`src/rtl/brg_xcel_network_tx_gen.sv`:
```
// Generic master-side network TX endpoint: issues load/store packets, reserves response space,
// queues load data, supports fence. Optional stats counters under BRG_XCEL_TX_STATS_EN.
module brg_xcel_network_tx_gen #(
  parameter int unsigned data_width_p      = 32,
  parameter int unsigned addr_width_p      = 28,
  parameter int unsigned x_cord_width_p    = 6,
  parameter int unsigned y_cord_width_p    = 5,
  parameter int unsigned max_out_credits_p = 16,
  parameter int unsigned max_out_loads_p   = 8,
  parameter int unsigned resp_fifo_els_p   = 4,
  // Packet layout, MSB to LSB: addr, op, op_ex, reg_id, payload, src_y, src_x, y_cord, x_cord
  localparam int unsigned packet_width_lp = addr_width_p + 2 + data_width_p / 8 + 5
                                          + data_width_p + 2 * (x_cord_width_p + y_cord_width_p),
  localparam int unsigned cred_width_lp   = $clog2(max_out_credits_p + 1)
) (
  input  logic                       clk_i,
  input  logic                       reset_i,
  input  logic [x_cord_width_p-1:0]  my_x_i,
  input  logic [y_cord_width_p-1:0]  my_y_i,
  output logic                       v_o,
  output logic [packet_width_lp-1:0] packet_o,
  input  logic                       ready_i,
  input  logic [cred_width_lp-1:0]   credits_i,
  input  logic [data_width_p-1:0]    returned_data_i,
  input  logic [4:0]                 returned_reg_id_i,
  input  logic [1:0]                 returned_pkt_type_i,
  input  logic                       returned_v_i,
  output logic                       returned_yumi_o,
  input  logic                       req_v_i,
  input  logic                       req_store_i,
  input  logic [addr_width_p-1:0]    req_addr_i,
  input  logic [data_width_p-1:0]    req_data_i,
  input  logic [data_width_p/8-1:0]  req_mask_i,
  input  logic [4:0]                 req_reg_id_i,
  input  logic [x_cord_width_p-1:0]  req_x_i,
  input  logic [y_cord_width_p-1:0]  req_y_i,
  output logic                       req_ready_o,
  output logic                       resp_v_o,
  output logic [data_width_p-1:0]    resp_data_o,
  output logic [4:0]                 resp_reg_id_o,
  input  logic                       resp_yumi_i,
  input  logic                       fence_i,
  output logic                       fence_done_o,
`ifdef BRG_XCEL_TX_STATS_EN
  output logic [31:0]                stat_loads_o,
  output logic [31:0]                stat_stores_o,
  output logic [31:0]                stat_stalls_o,
`endif
  output logic [cred_width_lp-1:0]   outstanding_o
);

  localparam int unsigned MaskW   = data_width_p / 8;
  localparam int unsigned LoadsW  = $clog2(max_out_loads_p + 1);
  localparam int unsigned FifoCW  = $clog2(resp_fifo_els_p + 1);
  localparam int unsigned PtrW    = $clog2(resp_fifo_els_p);
  localparam int unsigned EntryW  = data_width_p + 5;

  localparam logic [1:0] OpRemoteLoad  = 2'd0;
  localparam logic [1:0] OpRemoteStore = 2'd1;
  localparam logic [1:0] RetIntWb      = 2'd1;
  localparam logic [1:0] RetFloatWb    = 2'd2;
  // load_info: part_sel[1:0], is_hex_op, is_byte_op, is_unsigned_op(bit 4), icache_fetch, float_wb
  localparam logic [data_width_p-1:0] LoadInfo = data_width_p'(32'h10);

  typedef enum logic [0:0] {StReady, StFence} state_e;

  state_e                    state_q, state_d;
  logic [cred_width_lp-1:0]  outstanding_q, outstanding_d;
  logic [LoadsW-1:0]         loads_out_q, loads_out_d;
  logic [FifoCW-1:0]         fifo_cnt_q, fifo_cnt_d;
  logic [PtrW-1:0]           wptr_q, wptr_d, rptr_q, rptr_d;
  logic [EntryW-1:0]         mem_q [resp_fifo_els_p];

  logic issue_ok, fire, load_fire, ret_wb, push, pop, drained;

  // A load may issue only if its response is guaranteed a FIFO slot.
  always_comb begin
    issue_ok = !reset_i && (state_q == StReady) && (credits_i != '0) &&
               (req_store_i ||
                ((32'(loads_out_q) < max_out_loads_p) &&
                 (32'(loads_out_q) + 32'(fifo_cnt_q) < resp_fifo_els_p)));
  end

  assign v_o             = req_v_i & issue_ok;
  assign req_ready_o     = ready_i & issue_ok;
  assign fire            = v_o & ready_i;
  assign load_fire       = fire & ~req_store_i;
  assign returned_yumi_o = returned_v_i & ~reset_i;
  assign ret_wb          = returned_yumi_o &
                           ((returned_pkt_type_i == RetIntWb) || (returned_pkt_type_i == RetFloatWb));
  assign push            = ret_wb;
  assign pop             = resp_yumi_i & resp_v_o;
  assign drained         = (outstanding_q == '0) && (loads_out_q == '0);

  assign packet_o = {req_addr_i,
                     req_store_i ? OpRemoteStore : OpRemoteLoad,
                     req_store_i ? req_mask_i : {MaskW{1'b1}},
                     req_reg_id_i,
                     req_store_i ? req_data_i : LoadInfo,
                     my_y_i, my_x_i, req_y_i, req_x_i};

  always_comb begin
    state_d      = state_q;
    fence_done_o = 1'b0;
    unique case (state_q)
      StReady: if (fence_i) state_d = StFence;
      StFence: if (drained) begin
        fence_done_o = 1'b1;
        state_d      = StReady;
      end
      default: state_d = StReady;
    endcase
  end

  always_comb begin
    outstanding_d = outstanding_q + cred_width_lp'(fire) - cred_width_lp'(returned_yumi_o);
    loads_out_d   = loads_out_q + LoadsW'(load_fire) - LoadsW'(ret_wb);
    fifo_cnt_d    = fifo_cnt_q + FifoCW'(push) - FifoCW'(pop);
    wptr_d        = wptr_q;
    rptr_d        = rptr_q;
    if (push) wptr_d = (wptr_q == PtrW'(resp_fifo_els_p - 1)) ? '0 : wptr_q + 1'b1;
    if (pop)  rptr_d = (rptr_q == PtrW'(resp_fifo_els_p - 1)) ? '0 : rptr_q + 1'b1;
  end

  always_ff @(posedge clk_i) begin
    if (reset_i) begin
      state_q       <= StReady;
      outstanding_q <= '0;
      loads_out_q   <= '0;
      fifo_cnt_q    <= '0;
      wptr_q        <= '0;
      rptr_q        <= '0;
    end else begin
      state_q       <= state_d;
      outstanding_q <= outstanding_d;
      loads_out_q   <= loads_out_d;
      fifo_cnt_q    <= fifo_cnt_d;
      wptr_q        <= wptr_d;
      rptr_q        <= rptr_d;
    end
  end

  always_ff @(posedge clk_i) begin
    if (push) mem_q[wptr_q] <= {returned_data_i, returned_reg_id_i};
  end

  assign resp_v_o      = (fifo_cnt_q != '0);
  assign resp_data_o   = mem_q[rptr_q][EntryW-1:5];
  assign resp_reg_id_o = mem_q[rptr_q][4:0];
  assign outstanding_o = outstanding_q;

`ifdef BRG_XCEL_TX_STATS_EN
  logic [31:0] stat_loads_q, stat_stores_q, stat_stalls_q;

  always_ff @(posedge clk_i) begin
    if (reset_i) begin
      stat_loads_q  <= '0;
      stat_stores_q <= '0;
      stat_stalls_q <= '0;
    end else begin
      if (load_fire && stat_loads_q != '1)             stat_loads_q  <= stat_loads_q + 1'b1;
      if (fire && req_store_i && stat_stores_q != '1)  stat_stores_q <= stat_stores_q + 1'b1;
      if (req_v_i && !req_ready_o && stat_stalls_q != '1)
        stat_stalls_q <= stat_stalls_q + 1'b1;
    end
  end

  assign stat_loads_o  = stat_loads_q;
  assign stat_stores_o = stat_stores_q;
  assign stat_stalls_o = stat_stalls_q;
`endif

`ifndef SYNTHESIS
  always_ff @(posedge clk_i) begin
    if (!reset_i) begin
      assert (!(resp_yumi_i && !resp_v_o))
        else $error("resp_yumi_i asserted with empty response FIFO");
      assert (!(push && !pop && (32'(fifo_cnt_q) == resp_fifo_els_p)))
        else $error("response FIFO overflow");
      assert (!(returned_v_i && (outstanding_q == '0) && !fire))
        else $error("outstanding counter underflow");
    end
  end
`endif

endmodule

```
`config.mk`:
```
export PLATFORM = sky130hd
export DESIGN_NAME = brg_xcel_network_tx_gen
export DESIGN_NICKNAME = d
export VERILOG_FILES = /design/src/rtl/brg_xcel_network_tx_gen.sv
export SDC_FILE = /design/constraint.sdc
export NUM_CORES = 1
export LEC_CHECK = 0
export CAP_MARGIN = 20
export CORE_MARGIN = 10
export CORE_UTILIZATION = 30
export DETAILED_ROUTE_END_ITERATION = 8
export GPL_TIMING_DRIVEN = 0
export PLACE_DENSITY = 0.6
export SETUP_SLACK_MARGIN = 0.2
export SYNTH_ARGS = -nofsm -noshare
export SYNTH_HDL_FRONTEND = slang
export SYNTH_SLANG_ARGS = --single-unit
```
`constraint.sdc`:
```
create_clock -name clk_i -period 3.2 [get_ports clk_i]
set_input_delay 0.32 -clock clk_i [delete_from_list [all_inputs] [get_ports clk_i]]
set_output_delay 0.32 -clock clk_i [all_outputs]
set_load 0.05 [all_outputs]
```
# Yosys cells after proc, flatten, opt, wreduce, memory -nomap -nowiden
# Memories as Yosys holds them, arrays and structs flattened. A register that Yosys moved wholly into a read port is not among the register bits.
# Index checks and enable logic that the tools add are counted.
# totals
regBits	17
latchBits	0
ram_bits	148
mem_bits_ro	0
inputBits	143
out_inout_bits	140
word_cells	58
n_memories	1
# memory_table
memory	depth	width	rd	rd_ports_with_merged_regs	wr	line_no	rtl
mem_q	4	37	1	1	1	72	logic [EntryW-1:0] mem_q [resp_fifo_els_p];
# op_classes
n_addsub	9
multipliers	0
n_div	0
n_lt_le_gt_ge	2
eq_ne	4
shift	0
mux	14
n_bitwise	10
reduce_logical	12
# ops
cell	n
$mux 32	1
$mux 2	4
$and 1x1->1	7
$mux 1	7
$eq 2x2->1 const B	3
$add 4x3->5	1
$add 5x1->5	1
$logic_and 1x1->1	5
$logic_not 5->1	1
$lt 5x3->1 const B	1
$reduce_bool 5->1	1
$sub 5x1->5	1
$add 2x1->2 const B	2
$add 4x1->4	1
$logic_not 4->1	1
$lt 4x4->1 const B	1
$mux 4	1
$sub 4x1->4	1
$add 3x1->3	1
$not 1->1	3
$reduce_bool 3->1	1
$sub 3x1->3	1
$eq 2x1->1 const B	1
$logic_or 1x1->1	2
2 further kinds	2

# Logic depth before layout (Yosys ltp)
# Gate-level depths: netlist (run 1).
# logic_depth
word_depth	10
ltp_mapped	12

# Worst setup path before layout (run 1)
# No wires, ideal clock.
# synth_timing
kind	reg2reg
startpoint	register fifo_cnt_q[2]
endpoint	register outstanding_q[4] (netlist: outstanding_o[4])
setup_time_ns	0.074
t_arrival_ns	2.869
slack_ns	0.256
path_stages_with_launch	13
path_buffers	0
synth_period_minus_slack_ns	2.944
path_cell_list	dfxtp_1 -> ha_1 -> nor4_2 -> a21oi_1 -> or3_2 -> ha_1 -> inv_1 -> ha_1 -> inv_1 -> fa_1 -> nand2b_1 -> a2111o_1 -> o21ai_0
# synth_between
elab_chain_len	9
# synth_rtl
item	line_no	rtl
start, declared	70	logic [FifoCW-1:0] fifo_cnt_q, fifo_cnt_d;
start signal, assigned	137	fifo_cnt_q <= fifo_cnt_d;
$add 4x3->5	81	(32'(loads_out_q) + 32'(fifo_cnt_q) < resp_fifo_els_p)));
$lt 5x3->1	81	
$logic_and 1x1->1	80	((32'(loads_out_q) < max_out_loads_p) &&
$logic_or 1x1->1	79	(req_store_i ||
$logic_and 1x1->1	78	issue_ok = !reset_i && (state_q == StReady) && (credits_i != '0) &&
$and 1x1->1	84	assign v_o = req_v_i & issue_ok;
$and 1x1->1	86	assign fire = v_o & ready_i;
$add 5x1->5	116	outstanding_d = outstanding_q + cred_width_lp'(fire) - cred_width_lp'(returned_yumi_o);
$sub 5x1->5	116	
end signal, assigned	135	outstanding_q <= outstanding_d;
end, declared	68	logic [cred_width_lp-1:0] outstanding_q, outstanding_d;
# No other way between the ends.
# A chain may end at the register's enable or synchronous reset.

# Final worst setup path (run 1)
# Ends and elaborated chain as after synthesis.

==> results.md, run 1 <==
* Seq pwr share at 37.0%
* Cell row count at 56
* Largest net degree at the start of global routing at 29
* VDD IR max at 0.0003234 V
* Vias per inst at 4.427
* Commonest non-fill, non-tap cell in the layout: clkdlybuf4s50_1
* Worst-skew pair later-pin latency at 0.42 ns
* FMAX at 339.1 MHz
* Worst Path Required at 3.55 ns
* Status: completed
* Syn Inst Count at 425
* Internal power at 4.473 mW
* Worst-case clock buffer depth at 2
* Sw Ratio at 34.90%
* Clk slew on worst S/H paths at 0.08 ns
* Total CTS buffers at 17
* Mean Syn Cell Area at 16.91 um2
* Crit. End Element: register
* Hold Crit Class: register to register
* Final core occ at 44.95%
* # Max-Cap Violations at 0
* First-pass detailed-route iteration total at 4
* Slack of the critical path at 0.2513 ns
* Critical Path Fanout Max at 5
* Commonest cells after routing, fill and taps aside: clkdlybuf4s50_1, edfxtp_1, buf_4
* Initial antenna violation count at 3
* Crit path DAT at 3.30 ns
* Yosys reg bits at 167
* # fillers at 2,145
* Min cycle time layout at 2.949 ns
* Routability cong. at 0.8857
* Clock skew at 0.01593 ns
* NetSw at 2.398 mW
* DP Wirelength at 17,550 um
* Worst R2R Setup Slack at 0.25 ns
* RSZ-0062 raised after global routing: true
* Max-slew headroom at 60.56%
* WHS at 0.5057 ns
* Pwr Density at 649.3 nW/um2
* DRC violation count after routing at 0
* Post-Syn Area at 7188 um2
* Total track usage at 14.27%
* H-tree levels at 4
* Vias in the first global route at 5,117
* Sequential fraction of the synthesis area at 67.12%
* Post-synthesis cell type count at 31
* CTS tree: done
* Crit Path Category: register to register
* Synth area leaders: edfxtp_1, mux4_2, buf_4
* Setup_tns at 0 ns
* ANT nets after route at 0
* Chip height at 174.8 um
* Syn_nets at 591
* Initial DRC count at 243
* Root buffer selected by CTS: clkbuf_16
* DR WL/cell at 21.93 um
* Final hold vios at 0
* Share of layout cells above drive strength 1 at 22.82%
* Synth area leader: edfxtp_1
* Ports at 283
* # port buffers at 226
* LEAKAGE at 3.817 nW
* Crit start category: register
* Die area at 30,550 um2
* First-pass GRT wire length at 32,570 um
* Clock share of power at 28.4%
* Routed WL at 22,150 um
* CTS sink count at 167
* GRT Residual Overflow at 0
* DIE WIDTH at 174.8 um
* Setup WS pre-CTS at -0.1289 ns
* Final-report max-slew violation count at 0
* Layout Area Growth over Synthesis at 47.22%
* Initial Util at 30.53%
* Top cell type's share of synthesized area at 61.83%
* Core region area at 23,540 um2
* Detailed-route via count at 4,471
* Tcrit/Tclk final at 92.15%
* Slew at the pin closest to its max-slew limit at 0.5866 ns
* Nets at 841
* Final setup vio count at 0
* Comb pwr share at 34.6%
* Synth Warn # at 0
## cells in the mapped netlist
cell type	count
nor4_2	1
and3_1	4
or3_1	2
nand2_1	3
o31ai_1	3
or3_2	1
xor2_1	4
nand4b_1	1
nor2_1	15
mux2i_1	1
nor2b_1	5
or4_1	3
nand3_1	6
xnor2_1	1
o21ai_0	1
nor3_1	4
fa_1	3
clkbuf_1	8
conb_1	1
mux4_2	37
a21oi_1	7
inv_1	18
a2111o_1	1
edfxtp_1	148
a31o_2	2
buf_4	61
buf_2	3
dfxtp_1	19
nand2b_1	9
and2_1	33
ha_1	20
## critical path, stage by stage (launching register included)
cell and delay [ns]:
dfxtp_4 0.35, ha_2 0.18, nor4_4 0.27, a21oi_2 0.10, or3_2 0.49, ha_1 0.28, inv_1 0.06, ha_1 0.16
inv_1 0.06, fa_2 0.35, nand2b_4 0.15, a2111o_1 0.36, o21ai_0 0.08
## timing repair
| item | CTS | global route |
|---|---|---|
| endpoints found under the setup margin | 34 | 30 |
| gates resized for setup | 6 | 18 |
| hold endpoints to repair | 0 | 0 |
| pin swaps | 0 | 2 |
| setup buffers | 0 | 1 |
| hold buffers | 0 | 0 |
## registers in the layout, indices dropped and copies added, names as in the netlist, named ones only
name	cells
fifo_cnt_q	3
loads_out_q	4
mem_q	148
outstanding_o	5
rptr_q	2
state_q	1
wptr_q	2
## cell type report
type                       count  area (um2)  share of cell area (%)
clock inverter                15       153.9                   1.454
tap                          319       399.1                   3.772
multi-input combinational    168        1829                   17.29
sequential                   167        4831                   45.65
timing repair buffer         231        2364                   22.33
antenna                        3       7.507                 0.07094
clock buffer                  17       425.4                   4.020
inverter                      18       67.56                  0.6385
buffer                        72       505.5                   4.777
## through the flow
stage / cells / cell area, um2 / total power, mW
floorplan: 425 / 7188 / 4.157
global placement: 970 / 9849 / 4.915
detailed placement: 974 / 9935 / 4.959
CTS: 1006 / 10520 / 6.925
global route: 1010 / 10580 / 7.175
finish: 1010 / 10580 / 6.871
## logic make-up after synthesis
logic type,synth area share (%)
AO/OA/AOI/OAI,1.271
XOR/XNOR,0.6092
adder cells (fa/ha/maj),4.317
buffers and inverters,7.937
flip-flops,67.12
multiplexers,11.73
other,0.05217
AND/OR/NAND/NOR,6.962
## worst paths after layout
check        cells after the start           from               end
max reg2reg                     12  fifo_cnt_q[2]  outstanding_o[4]
min                              2      rptr_q[0]         rptr_q[0]
max                             12  fifo_cnt_q[2]  outstanding_o[4]
min reg2reg                      2      rptr_q[0]         rptr_q[0]
## layer usage
metal	GRT usage, %	part of all wire (%)
met2	26.21	54
met3	6.984	10
met5	0	0
met4	4.592	1.6
met1	13.60	34
## power by group through the flow
stage                     registers [mW]  logic [mW]  clock network (mW)
after global placement              2.58        2.34                   0
after detailed placement            2.58        2.38                   0
after floorplan                     2.63        1.52                   0
after global routing                2.56        2.54                2.08
after CTS                           2.54        2.39                2.00
final                               2.54        2.38                1.95
Power figures use the tool's default switching activity.
==> inputs of run 2 (changes only) <==
--- a/config.mk
+++ b/config.mk
@@ -11,7 +11,7 @@
 export DETAILED_ROUTE_END_ITERATION = 8
 export GPL_TIMING_DRIVEN = 0
 export PLACE_DENSITY = 0.6
-export SETUP_SLACK_MARGIN = 0.2
+export SETUP_SLACK_MARGIN = 0.02
 export SYNTH_ARGS = -nofsm -noshare
 export SYNTH_HDL_FRONTEND = slang
 export SYNTH_SLANG_ARGS = --single-unit
==> run 2 against run 1 <==
Net effect:
- setup slack worse by 0.11 ns
- final cell count hardly changed
- worst hold slack hardly changed
- critical endpoint unchanged
- sequential share of layout area is 0.15 points higher
- core utilization is 0.17 points lower
- critical path type unchanged
==> results.md, run 2 (synthesized netlist as in run 1, its figures left out) <==
* Max-slew headroom at 60.53% (about the same)
* # Max-Cap Violations at 0 (unchanged)
* Top reg by flops: mem_q
* Worst-skew pair later-pin latency at 0.42 ns (about the same)
* First-pass detailed-route iteration total at 4 (unchanged)
* Largest net degree at the start of global routing at 29 (unchanged)
* Min cycle time layout at 3.057 ns (+0.1083 ns)
* Total CTS buffers at 17 (unchanged)
* DP Wirelength at 17,550 um (unchanged)
* Critical Path Fanout Max at 5 (unchanged)
* Nets at 840 (-0.12%)
* Comb pwr share at 34.3% (-0.3 points)
* GRT Residual Overflow at 0 (unchanged)
* Seq pwr share at 37.1% (about the same)
* Tcrit/Tclk final at 95.53% (+3.4 points)
* First-pass GRT wire length at 32,550 um (about the same)
* CTS Hold Bufs at 0 (unchanged)
* Status: completed
* Internal power at 4.459 mW (-0.30%)
* FMAX at 327.1 MHz (-3.5%)
* DRC violation count after routing at 0 (unchanged)
* Final setup vio count at 0 (unchanged)
* Final core occ at 44.78% (-0.17 points)
* Crit. End Element: register
* # fillers at 2,151 (+0.28%)
* Vias in the first global route at 5,110 (-0.14%)
* Vias per inst at 4.463 (+0.82%)
* Die area at 30,550 um2 (unchanged)
* Share of layout cells above drive strength 1 at 21.98% (-0.84 points)
* # port buffers at 226 (unchanged)
* RSZ-0062 raised after global routing: false
* Crit path DAT at 3.41 ns (+0.11 ns)
* Root buffer selected by CTS: clkbuf_16
* Initial Util at 30.53% (unchanged)
* Layout Area Growth over Synthesis at 46.67%
* NetSw at 2.395 mW (-0.15%)
* DR WL/cell at 21.98 um (+0.21%)
* Final hold vios at 0 (unchanged)
* Crit path largest cell delay at 0.49 ns (about the same)
* VDD IR max at 0.0003266 V (+0.98%)
* Slack of the critical path at 0.1430 ns (-0.1083 ns)
* Hold Crit Class: register to register
* Setup WS pre-CTS at -0.1289 ns (unchanged)
* Worst path top cell family by delay: adder cells
* Crit start category: register
* Total track usage at 14.27% (unchanged)
* Commonest cells after routing, fill and taps aside: clkdlybuf4s50_1, edfxtp_1, buf_4
* Worst Path Required at 3.55 ns (about the same)
* Crit Path Category: register to register
* Core region area at 23,540 um2 (unchanged)
* ANT nets after route at 0 (unchanged)
* DIE WIDTH at 174.8 um (unchanged)
* Most numerous cell on the critical path: ha_1
* Cell row count at 56 (unchanged)
* Sw Ratio at 34.94% (+0.035 points)
* CTS sink count at 167 (unchanged)
* Initial DRC count at 226 (-7.0%)
* LEAKAGE at 3.717 nW (-2.6%)
* Commonest non-fill, non-tap cell in the layout: clkdlybuf4s50_1
* Routed WL at 22,180 um (+0.11%)
* Slew at the pin closest to its max-slew limit at 0.5870 ns (+0.0003985 ns)
* Chip height at 174.8 um (unchanged)
* CTS tree: done
* Detailed-route via count at 4,503 (+0.72%)
* Clk slew on worst S/H paths at 0.08 ns (about the same)
* H-tree levels at 4 (unchanged)
* Max reg flops at 148 (unchanged)
* Buf/Inv on CP at 2 (unchanged)
* Routability cong. at 0.8857 (unchanged)
* Final-report max-slew violation count at 0 (unchanged)
* Pwr Density at 650.1 nW/um2 (+0.13%)
* Clock share of power at 28.6% (+0.2 points)
* Worst-case clock buffer depth at 2 (unchanged)
* Crit path cell chain: ha_1, nor4_2, a21oi_2, or3_2, ha_1, inv_1, ha_1, inv_1, fa_1, nand2b_4, a2111o_1, o21ai_0
* Clock skew at 0.01370 ns (-0.002228 ns)
* Ports at 283 (unchanged)
* Initial antenna violation count at 3 (unchanged)
* CP max stage cell: or3_2
* Setup_tns at 0 ns (unchanged)
==> run 2: cell count changes in the layout (fill, tap and decap cells not counted), moves of 2 or more <==
cell / change
clkbuf_2: -2
clkdlybuf4s50_1: +9
dlygate4sd2_1: -3
dlymetal6s2s_1: -6
ha_1: +2
ha_2: -2
==> run 2: worst paths after layout <==
path,from,end,slack (ns),cells past startpoint
max,loads_out_q[1],outstanding_o[4],0.14,12
min,rptr_q[0],rptr_q[0],0.51,2
max reg2reg,loads_out_q[1],outstanding_o[4],0.14,12
min reg2reg,rptr_q[0],rptr_q[0],0.51,2
==> run 2: power groups by stage <==
stage                     logic [mW]  registers (mW)  clock network, mW
after floorplan                 1.52            2.63                  0
after global placement          2.34            2.58                  0
after detailed placement        2.38            2.58                  0
after CTS                       2.38            2.55               2.00
after global routing            2.51            2.56               2.08
final                           2.35            2.55               1.96
==> run 2: cell type report <==
type | count | area [um2] | share of cell area, %
Clock inverter | 15 | 153.9 | 1.460
Buffer | 71 | 499.2 | 4.735
Clock buffer | 17 | 425.4 | 4.035
Sequential cell | 167 | 4828 | 45.80
Tap cell | 319 | 399.1 | 3.786
Inverter | 18 | 67.56 | 0.6409
Multi-Input combinational cell | 168 | 1809 | 17.16
Timing Repair Buffer | 231 | 2352 | 22.31
Antenna cell | 3 | 7.507 | 0.07121
==> run 2: through the flow <==
stage | hold slack [ns] | cells | area [um2] | total power [mW]
after floorplan | 0.4189 | 425 | 7188 | 4.157
after global placement | 0.4700 | 970 | 9849 | 4.915
after detailed placement | 0.4949 | 974 | 9935 | 4.959
after CTS | 0.5129 | 1005 | 10520 | 6.925
after global routing | 0.5159 | 1009 | 10540 | 7.153
final | 0.5061 | 1009 | 10540 | 6.854
==> run 2: repair_timing <==
| item | CTS | global route |
|---|---|---|
| setup buffers | 0 | 1 |
| gates resized for setup | 2 | 4 |
| endpoints found under the setup margin | 4 | 2 |
| pin swaps | 0 | 2 |
==> run 2: worst register-to-register path, cell delays in order (launching register included) <==
cell      delay, ns
dfxtp_2        0.36
ha_1           0.21
nor4_2         0.27
a21oi_2        0.11
or3_2          0.49
ha_1           0.28
inv_1          0.06
ha_1           0.16
inv_1          0.06
fa_1           0.41
nand2b_4       0.16
a2111o_1       0.35
o21ai_0        0.08
==> run 2: layer usage <==
layer / global-route usage, % / part of all wire (%) / up-vias
li1: - / - / 2033
met1: 13.60 / 34 / 2233
met2: 26.19 / 54 / 218
met3: 7.006 / 10 / 19
met4: 4.592 / 1.7 / 0
met5: 0 / 0 / -
==> inputs of run 3 (changes only) <==
--- a/config.mk
+++ b/config.mk
@@ -7,10 +7,10 @@
 export LEC_CHECK = 0
 export CAP_MARGIN = 20
 export CORE_MARGIN = 10
-export CORE_UTILIZATION = 30
+export CORE_UTILIZATION = 40
 export DETAILED_ROUTE_END_ITERATION = 8
 export GPL_TIMING_DRIVEN = 0
-export PLACE_DENSITY = 0.6
+export PLACE_DENSITY = 0.76
 export SETUP_SLACK_MARGIN = 0.02
 export SYNTH_ARGS = -nofsm -noshare
 export SYNTH_HDL_FRONTEND = slang
==> run 3 against run 2 <==
Net effect:
- sequential share of layout area up 0.17 points
- register-to-register slack about the same
- final cell count fell by 9.1%
- critical path type unchanged
- final area down 0.37%
- critical endpoint unchanged
- sequential power hardly changed
- setup slack better by 0.00099 ns
- critical path depth did not move
- worst hold slack lost 0.0020 ns
- routed wire length down 9.1%
- die area decreased by 22%
- clock power up 11%
==> results.md, run 3 (synthesized netlist as in run 1, its figures left out) <==
* CP max stage cell: or3_4
* Vias per inst at 4.835 (+8.3%)
* Crit. End Element: register
* VDD IR max at 0.0003914 V (+20%)
* Worst Path Required at 3.56 ns (about the same)
* Final setup vio count at 0 (unchanged)
* # Max-Cap Violations at 0 (unchanged)
* # fillers at 1,281 (-40%)
* Hold Crit Class: primary input to register
* Crit start category: register
* Layout Area Growth over Synthesis at 46.13%
* H-tree levels at 4 (unchanged)
* First-pass detailed-route iteration total at 4 (unchanged)
* Crit Path Category: register to register
* CTS tree: done
* # port buffers at 226 (unchanged)
* Detailed-route via count at 4,434 (-1.5%)
* Final hold vios at 0 (unchanged)
* Initial DRC count at 191 (-15%)
* Min cycle time layout at 3.056 ns (-0.0009880 ns)
* DRC violation count after routing at 0 (unchanged)
* Initial antenna violation count at 4 (+1)
* Status: completed
* Total CTS buffers at 17 (unchanged)
* Clock skew at 0.009783 ns (-0.003915 ns)
* Slack of the critical path at 0.1440 ns (+0.0009880 ns)
* DR WL/cell at 21.97 um (about the same)
* Worst R2R Setup Slack at 0.14 ns (about the same)
* Final-report max-slew violation count at 0 (unchanged)
* Initial Util at 41.13% (+11 points)
* Tcrit/Tclk final at 95.50% (about the same)
* Reg-to-reg critical path endpoint: outstanding_o[4]
* Hold-critical path endpoint: state_q
* Reg-to-Reg Start: loads_out_q[2]
* Worst hold start: fence_i
* Vias in the first global route at 5,014 (-1.9%)
* Largest net degree at the start of global routing at 34 (+17%)
* Commonest non-fill, non-tap cell in the layout: clkdlybuf4s50_1
* Final core occ at 60.10% (+15 points)
* DP Wirelength at 15,440 um (-12%)
* Cell row count at 48 (-14%)
* Routed WL at 20,150 um (-9.1%)
* Top reg by flops: mem_q
* ANT nets after route at 0 (unchanged)
* Pwr Density at 673.1 nW/um2 (+3.5%)
* Commonest cells after routing, fill and taps aside: clkdlybuf4s50_1, edfxtp_1, buf_4
* FMAX at 327.2 MHz (about the same)
* Crit path cell chain: ha_1, nor4_2, a21oi_2, or3_4, ha_1, inv_1, ha_2, inv_1, fa_2, nand2b_4, a2111o_1, o21ai_1
* Max-slew headroom at 60.24% (-0.29 points)
* Core region area at 17,480 um2 (-26%)
* WHS Path Cells at 3 (+1)
* Total power at 7.070 mW (+3.1%)
* CTS sink count at 167 (unchanged)
* Ports at 283 (unchanged)
* Crit path largest cell delay at 0.40 ns (-0.09 ns)
* Multi-input combinational cell area at 1818 um2 (+0.48%)
* Die area at 23,730 um2 (-22%)
* DIE WIDTH at 154.1 um (-12%)
* Routability cong. at 0.8754 (-1.2%)
* Root buffer selected by CTS: clkbuf_16
* LEAKAGE at 3.733 nW (+0.43%)
* First-pass GRT wire length at 29,970 um (-7.9%)
* Sequential cell area at 4828 um2 (unchanged)
* Share of layout cells above drive strength 1 at 22.38% (+0.40 points)
* Slew at the pin closest to its max-slew limit at 0.5945 ns (+0.007479 ns)
* Worst-case clock buffer depth at 2 (unchanged)
* GRT Residual Overflow at 0 (unchanged)
* Chip height at 154.1 um (-12%)
* Max reg flops at 148 (unchanged)
* Crit path DAT at 3.42 ns (about the same)
* Setup WS pre-CTS at -0.07720 ns (+0.05172 ns)
* Critical Path Fanout Max at 4 (-1)
* Total track usage at 16.57% (+2.3 points)
* Clk slew on worst S/H paths at 0.07 ns (about the same)
* Nets at 841 (+0.12%)
* Worst-skew pair later-pin latency at 0.43 ns (about the same)
* R2R cell count at 12 (unchanged)
==> run 3: area by class of cell <==
type | count | share of cell area, %
diodes | 4 | 0.09530
plain buffers | 71 | 4.753
clock buffers | 17 | 4.050
clock inverters | 15 | 2.061
inverters | 18 | 0.6432
multi-input cells | 168 | 17.31
flip-flops and latches | 167 | 45.97
well taps | 225 | 2.680
repair buffers | 232 | 22.44
==> run 3: how the worst max path moves through the flow <==
| stage | start | endpoint | slack [ns] | cells after the start |
|---|---|---|---|---|
| after floorplan | fifo_cnt_q[2] | outstanding_o[4] | 0.26 | 12 |
| after global placement | reset_i | mem_q[1][5] | -0.09 | 4 |
| after detailed placement | credits_i[0] | outstanding_o[4] | -0.08 | 12 |
| after CTS | loads_out_q[1] | outstanding_o[4] | 0.04 | 12 |
| after global routing | loads_out_q[2] | outstanding_o[4] | -0.009 | 12 |
| final | loads_out_q[2] | outstanding_o[4] | 0.14 | 12 |
==> run 3: routing by layer <==
layer  vias to the layer above  share of wire, %  GRT usage (%)
met2                       203                53          28.79
li1                       2039                 -              -
met5                         -                 0              0
met3                        19               9.7          7.978
met1                      2173                36          17.24
met4                         0               1.3          5.218
==> run 3: metrics by stage <==
step                      instance area, um2  setup TNS, ns  cells  hold slack [ns]
after floorplan                         7188              0    425           0.4189
after global placement                  9732         -12.28    876           0.4704
after detailed placement                9817       -0.07720    880           0.5066
after CTS                              10460              0    912           0.4862
after global routing                   10500      -0.009181    917           0.5263
final                                  10500              0    917           0.5041
==> run 3: worst max-delay path, delay by kind of cell (launching register included) <==
| kind | cells | cell delay, ns |
|---|---|---|
| compound gates | 3 | 0.57 |
| fa+ha+maj | 4 | 1.14 |
| buf+inv | 2 | 0.12 |
| flops | 1 | 0.33 |
| simple gates | 3 | 0.84 |
==> run 3: timing repair <==
item                                    in CTS  in global routing
hold buffers                                 0                  0
setup buffers                                0                  2
resized for setup                            2                  7
endpoints found under the setup margin       1                 17
pin swaps                                    2                  3
==> run 3: power by group <==
| group | internal (mW) | switching [mW] |
|---|---|---|
| clock | 1.33 | 0.855 |
| sequential | 2.47 | 0.0740 |
| combinational | 0.957 | 1.39 |
